**config.mk**
```make
export PLATFORM = sky130hd
export DESIGN_NAME = instr_fetch_unit
export DESIGN_NICKNAME = d
export VERILOG_FILES = /design/src/rtl/instr_fetch_unit.sv
export SDC_FILE = /design/constraint.sdc
export NUM_CORES = 1
export LEC_CHECK = 0
export CAP_MARGIN = 20
export CORE_ASPECT_RATIO = 0.75
export CORE_MARGIN = 2
export CORE_UTILIZATION = 40
export CTS_BUF_LIST = sky130_fd_sc_hd__clkbuf_4 sky130_fd_sc_hd__clkbuf_8 sky130_fd_sc_hd__clkbuf_16
export DETAILED_ROUTE_END_ITERATION = 6
export PLACE_DENSITY = 0.65
export SETUP_SLACK_MARGIN = 0.15
export SLEW_MARGIN = 20
export SYNTH_ARGS = -nofsm -noshare
export SYNTH_HDL_FRONTEND = slang
export SYNTH_SLANG_ARGS = --single-unit
```
**constraint.sdc**
```tcl
create_clock -name clk -period 4 [get_ports clk]
set_input_delay 0.4 -clock clk [delete_from_list [all_inputs] [get_ports clk]]
set_output_delay 0.4 -clock clk [all_outputs]
set_load 0.03 [all_outputs]
```
**src/rtl/instr_fetch_unit.sv**
```systemverilog
// Instruction fetch unit: credit-limited, in-order prefetch queue in front of an
// instruction memory, with a redirect that flushes the queue and discards in-flight responses.
module instr_fetch_unit #(
  parameter int unsigned              ADDRESS_WIDTH = 32,
  parameter int unsigned              DATA_WIDTH    = 32,
  parameter int unsigned              DEPTH         = 4,
  parameter logic [ADDRESS_WIDTH-1:0] RESET_PC      = '0
) (
  input  logic                     clk,
  input  logic                     rst,
  output logic                     imem_req,
  output logic [ADDRESS_WIDTH-1:0] imem_addr,
  input  logic                     imem_ready,
  input  logic                     imem_rvalid,
  input  logic [DATA_WIDTH-1:0]    imem_rdata,
  input  logic                     redirect,
  input  logic [ADDRESS_WIDTH-1:0] redirect_pc,
  output logic                     instr_valid,
  output logic [DATA_WIDTH-1:0]    instr,
  output logic [ADDRESS_WIDTH-1:0] instr_pc,
  input  logic                     instr_ready
);

  localparam int unsigned PTR_W = (DEPTH > 1) ? $clog2(DEPTH) : 1;
  localparam int unsigned CNT_W = PTR_W + 1;
  localparam int unsigned SUM_W = CNT_W + 1;

  typedef struct packed {
    logic [DATA_WIDTH-1:0]    data;
    logic [ADDRESS_WIDTH-1:0] pc;
  } entry_t;

  entry_t                   q_mem   [DEPTH];
  logic [ADDRESS_WIDTH-1:0] pc_fifo [DEPTH];

  logic [ADDRESS_WIDTH-1:0] fetch_pc, fetch_pc_nxt;
  logic [PTR_W-1:0]         head, head_nxt, tail, tail_nxt;
  logic [PTR_W-1:0]         pf_head, pf_head_nxt, pf_tail, pf_tail_nxt;
  logic [CNT_W-1:0]         count, count_nxt;
  logic [CNT_W-1:0]         outstanding, outstanding_nxt;
  logic [CNT_W-1:0]         discard, discard_nxt;

  logic credit_ok, accept, resp, resp_drop, push, pop;
  logic unused_redirect_lsb;

  assign unused_redirect_lsb = ^redirect_pc[1:0];

  // Queued plus in-flight words may never exceed the queue size, so every response has a slot.
  assign credit_ok = (SUM_W'(count) + SUM_W'(outstanding)) < SUM_W'(DEPTH);
  assign imem_req  = rst & ~redirect & credit_ok;
  assign imem_addr = fetch_pc;
  assign accept    = imem_req & imem_ready;

  // A response with nothing outstanding is a protocol error and is ignored.
  assign resp      = imem_rvalid & (outstanding != '0);
  assign resp_drop = resp & (redirect | (discard != '0));
  assign push      = resp & ~resp_drop;
  assign pop       = instr_valid & instr_ready & ~redirect;

  assign instr_valid = (count != '0);
  assign instr       = instr_valid ? q_mem[head].data : '0;
  assign instr_pc    = instr_valid ? q_mem[head].pc   : '0;

  // Next-state for pointers, counters and fetch PC.
  always_comb begin
    fetch_pc_nxt    = fetch_pc;
    head_nxt        = head;
    tail_nxt        = tail;
    count_nxt       = count;
    pf_head_nxt     = pf_head;
    pf_tail_nxt     = pf_tail;
    outstanding_nxt = outstanding;
    discard_nxt     = discard;

    if (accept) begin
      fetch_pc_nxt = fetch_pc + ADDRESS_WIDTH'(4);
      pf_tail_nxt  = pf_tail + PTR_W'(1);
    end
    if (resp) pf_head_nxt = pf_head + PTR_W'(1);
    outstanding_nxt = outstanding + CNT_W'(accept) - CNT_W'(resp);

    if (push) tail_nxt = tail + PTR_W'(1);
    if (pop)  head_nxt = head + PTR_W'(1);
    count_nxt = count + CNT_W'(push) - CNT_W'(pop);

    // Everything still in flight after this cycle belongs to the abandoned path.
    if (redirect) begin
      fetch_pc_nxt = {redirect_pc[ADDRESS_WIDTH-1:2], 2'b00};
      head_nxt     = '0;
      tail_nxt     = '0;
      count_nxt    = '0;
      discard_nxt  = outstanding_nxt;
    end else if (resp && (discard != '0)) begin
      discard_nxt = discard - CNT_W'(1);
    end
  end

  // Control state register.
  always_ff @(posedge clk or negedge rst) begin
    if (!rst) begin
      fetch_pc    <= RESET_PC;
      head        <= '0;
      tail        <= '0;
      count       <= '0;
      pf_head     <= '0;
      pf_tail     <= '0;
      outstanding <= '0;
      discard     <= '0;
    end else begin
      fetch_pc    <= fetch_pc_nxt;
      head        <= head_nxt;
      tail        <= tail_nxt;
      count       <= count_nxt;
      pf_head     <= pf_head_nxt;
      pf_tail     <= pf_tail_nxt;
      outstanding <= outstanding_nxt;
      discard     <= discard_nxt;
    end
  end

  // Storage arrays; contents are qualified by the counters, so no reset needed.
  always_ff @(posedge clk) begin
    if (push)   q_mem[tail]      <= {imem_rdata, pc_fifo[pf_head]};
    if (accept) pc_fifo[pf_tail] <= fetch_pc;
  end

endmodule
```
Word-level counts from Yosys, hierarchy flattened --
Memory sizes are Yosys's and may differ from the RTL's. Cells that the tools add are included.
Storage, ports and cells: memory bits (writable) 384, input port bits 70, flip-flop bits (word level) 49, memories 2, output and inout bits 98
Memory list:
- q_mem | depth 4, width 64, rd ports 1, clocked after memory_dff 0, write ports 1, RTL line 33 | entry_t q_mem [DEPTH];
- pc_fifo | depth 4, width 32, rd ports 1, clocked after memory_dff 0, write ports 1, RTL line 34 | logic [ADDRESS_WIDTH-1:0] pc_fifo [DEPTH];
Operators by class: multiplexer cells 15, reduce and logical (&&, ||, !) cells 8, bitwise logic cells 11, $lt $le $gt $ge 1, add/sub/neg operators 11
Operators with widths (number):
- 32-bit two-way mux | 4
- 32-bit by 3-bit adder with 32-bit output (second input constant) | 1
- 3-bit two-way mux | 3
- 3-bit nonzero test | 3
- 2-bit by 1-bit adder with 2-bit output (second input constant) | 4
- 1-bit AND | 8
- 2-bit two-way mux | 4
- 2-bit nonzero test | 4
- 3-bit by 1-bit adder with 3-bit output | 2
- 3-bit by 1-bit subtractor with 3-bit output | 2
- 3-bit by 3-bit adder with 4-bit output | 1
- 4-bit by 3-bit < comparator with 1-bit output (second input constant) | 1
- 1-bit two-way mux | 4
- 3-bit by 1-bit subtractor with 3-bit output (second input constant) | 1
- 1-bit NOT | 2
- 1-bit logical AND | 1
- 1-bit bitwise OR | 1

Logic depth before layout (Yosys ltp) --
depth after elaboration 8, mapped depth 13, mapped depth without buffers 12

Least setup slack after synthesis --
Ideal clock, no wire load.
path type input-to-reg, start point input port imem_rvalid, end point memory q_mem[0][10] in the netlist's numbering, enable pin, data arrival time 2.601 ns, setup slack 0.972 ns, cell stages on the path 5, cell sequence o31ai_1 inv_1 and3_1 nor2b_1 and2_1
Between the ends: word-level cells in the longest chain between the ends 6
Ends and longest elaborated chain:
- start, declared | RTL line 14 | input logic imem_rvalid,
- 1-bit AND * | RTL line 55 | assign resp = imem_rvalid & (outstanding != '0);
- net resp | RTL line 43 | logic credit_ok, accept, resp, resp_drop, push, pop;
- 1-bit AND | RTL line 56 | assign resp_drop = resp & (redirect | (discard != '0));
- 1-bit NOT | RTL line 57 | assign push = resp & ~resp_drop;
- 1-bit AND * | RTL line 57
- 1-bit two-way mux * | RTL line 123 | if (push) q_mem[tail] <= {imem_rdata, pc_fifo[pf_head]};
- 1-bit two-way mux (implied by the code) * | RTL line 123
- end, declared | RTL line 33
Mark *: on every way through the listed nets, which the timed path passes. The rest lies on a longest branch.

Worst setup path after layout --
start point register count[1], end point output port instr_pc[3]
Between the ends: word-level cells in the longest chain between the ends 2
Ends and longest elaborated chain:
- start, declared | RTL line 39 | logic [CNT_W-1:0] count, count_nxt;
- start signal, assigned | RTL line 113 | count <= count_nxt;
- 3-bit nonzero test | RTL line 60 | assign instr_valid = (count != '0);
- 32-bit two-way mux | RTL line 62 | assign instr_pc = instr_valid ? q_mem[head].pc : '0;
- end, declared | RTL line 20 | output logic [ADDRESS_WIDTH-1:0] instr_pc,
Every way passes these cells.

==> run metrics <==
initial antenna violation count 0; worst setup margin 571.6 ps; Worst-Skew Late Latency 530 ps; postcts setup bufs 0; Max Cap Viol 0; root buf cell clkbuf_16; Setup TNS 0 ps; fin crit period 3428 ps; Bufs on Longest Clock Path 3; PostCTS Resize Cnt 0; clk slew on worst S/H paths 60 ps; HP Class in -> async; CTS sink count 415; ys flop type edfxtp_1; CTS tree done; wirelength, routed 36.34 mm; Die X 239.3 µm; Post-Syn Area 16620 µm²; worst slack at placement 887.3 ps; power density over cell area 641.8 nW/µm²; R2R setup slack 940 ps; largest net degree at the start of global routing 48; critical path class reg -> out; multi-input combinational cell area 4104 µm²; Antenna diodes 0; Initial Util 40.69%; Slew HR 35.58%; P&R area growth vs syn 22.73%; Setup crit end kind primary output; row count 64; R2R depth 11; Routed WL per cell 22.21 µm; Core Area 40840 µm²; GP Congestion 0.7671; EDFF count, synth 368; Post-Synthesis Cells 883; VDD IR max 0.4169 mV; DR vias 8915; H-tree levels 2; # DRC 0; Filler cells 3366; grt ovf 0; vias in the first global route 9236; final hold viol count 0; post-synth top area cell edfxtp_1; first-pass GRT wire length 55.83 mm; Yosys top cell area share 66.51%; CP Max Fanout 35; CTS hold repair buffers 0; Setup violations, final 0; layout cells sized above 1 19.04%; Iter 0 DRT Violations 622; DR pass1 iterations 5; worst-margin pin slew 965.3 ps; Warnings, synthesis 0; final max-slew violation count 0; CP arrival 3030 ps; status finished clean; top cells by area, synth edfxtp_1, mux4_2, dfrtp_1; Tcrit/Tclk final 85.71%; Die Height 180.5 µm; Fmax 291.7 MHz; DR vias/cell 5.449; syn_area_per_cell 18.82 µm²; asr flop ratio synth 11.33%; CP Launch Type flop; register bit count reported by yosys 415; CTS buffer count 41; final antenna-violating net count 0; total die area 43200 µm²; Sequential Area 12230 µm²; Synth cell types 48; GRT Total Usage 17.12%; CP required 3600 ps; port buffer count 161; hpwl dp 22.73 mm; P_leak 6.758 nW; Clock Skews 10.25 ps; unrepaired setup endpoints after global routing false; I/O pin count 168; register area share after synthesis 73.58%; final net count 1168
==> area by class of cell <==
| type | instances | share of cell area [%] |
|---|---|---|
| clock buffer | 54 | 5.541 |
| clock inverter | 18 | 0.9326 |
| inverter | 17 | 0.3129 |
| multi-input combinational | 407 | 20.13 |
| sequential | 415 | 59.99 |
| tap | 528 | 3.240 |
| timing repair buffer | 197 | 9.854 |
==> final timing paths <==
path,startpoint,to
max in group asynchronous,rst,head[0]
min in group clk,redirect,count[2]
setup reg to reg,count[2],discard[2]
hold / removal,rst,outstanding[1]
hold reg to reg,discard[0],discard[0]
setup / recovery,count[1],instr_pc[3]
==> worst max-delay path, stage by stage, from the launching register on <==
cell and delay (ps):
dfrtp_1 440, or3_2 820, buf_4 390, and2_1 180
clkdlybuf4s50_1 640
==> cell usage in the layout (no fill, tap or decap), drive strengths merged, types with 8 or more instances in the layout <==
cell	synthesis	final
and2	74	74
buf	24	38
clkbuf	23	54
clkdlybuf4s50	0	159
clkinv	0	12
dfrtp	47	47
edfxtp	368	368
ha	17	17
inv	17	18
mux4	92	92
nand2	43	43
nand3	19	19
nand4	16	16
nor2	23	23
o211ai	8	8
o21ai	26	26
==> synth_stat cells (2+ instances only) <==
cell type and number:
a21oi_1 6, a221o_1 6, a22oi_1 2, a31oi_1 4, a32oi_1 2, a41oi_1 4, and2_1 74, and3_1 7
buf_1 2, buf_2 12, buf_4 6, buf_6 4, clkbuf_1 23, dfrtp_1 47, edfxtp_1 368, fa_1 2
ha_1 17, inv_1 16, mux2i_1 4, mux4_2 92, nand2_1 43, nand2b_1 4, nand3_1 19, nand3b_1 2
nand4_1 16, nor2_1 22, nor2b_1 4, nor3_1 3, nor3_2 2, nor4_1 2, o211ai_1 8, o21ai_0 26
o311ai_0 5, o31ai_1 3, or3_1 4, xnor2_1 7, xor2_1 4
==> cell families (layout without fill, tap and decap cells) <==
family	count (synthesis)	after routing	synth area share, %
AOI/OAI and AO/OA	70	70	2.839
xor gates and xnor gates	11	11	0.5798
adders and majority gates	19	19	1.521
buffers and inverters	64	286	1.852
DFF	415	415	73.58
muxes	96	96	12.71
other	1	4	0.02257
and+or+nand+nor	207	207	6.890
==> flip-flops by register name (all words and copies together), names as in the netlist, 3 cells and up <==
| name | flops |
|---|---|
| count | 3 |
| pc_fifo | 120 |
| q_mem | 248 |
| outstanding | 3 |
| imem_addr | 30 |
| discard | 3 |
==> stage by stage <==
stage | total power [W] | hold slack, ps | utilization [%] | instance area (µm²) | std cells
floorplan | 0.007976 | 104.4 | - | 16630 | 886
finish | 0.01309 | 17.71 | 49.93 | 20390 | 1636
CTS | 0.01327 | 22.94 | 49.93 | 20390 | 1636
detailed placement | 0.009453 | 576.5 | 46.70 | 19070 | 1564
global route | 0.01371 | 54.58 | 49.93 | 20390 | 1636
global placement | 0.009392 | 565.3 | 46.70 | 19070 | 1564
==> report_power, final <==
part           internal [W]  switching, W
clock               0.00225       0.00155
sequential          0.00522      0.000459
combinational       0.00169       0.00192
==> per-layer routing <==
layer / GRT usage, % / wire length [µm]
met5: 0 / 0
met4: 4.150 / 642
met3: 4.136 / 2511
met2: 26.23 / 16760
met1: 24.81 / 16430
(Power assumes the default switching activity.)
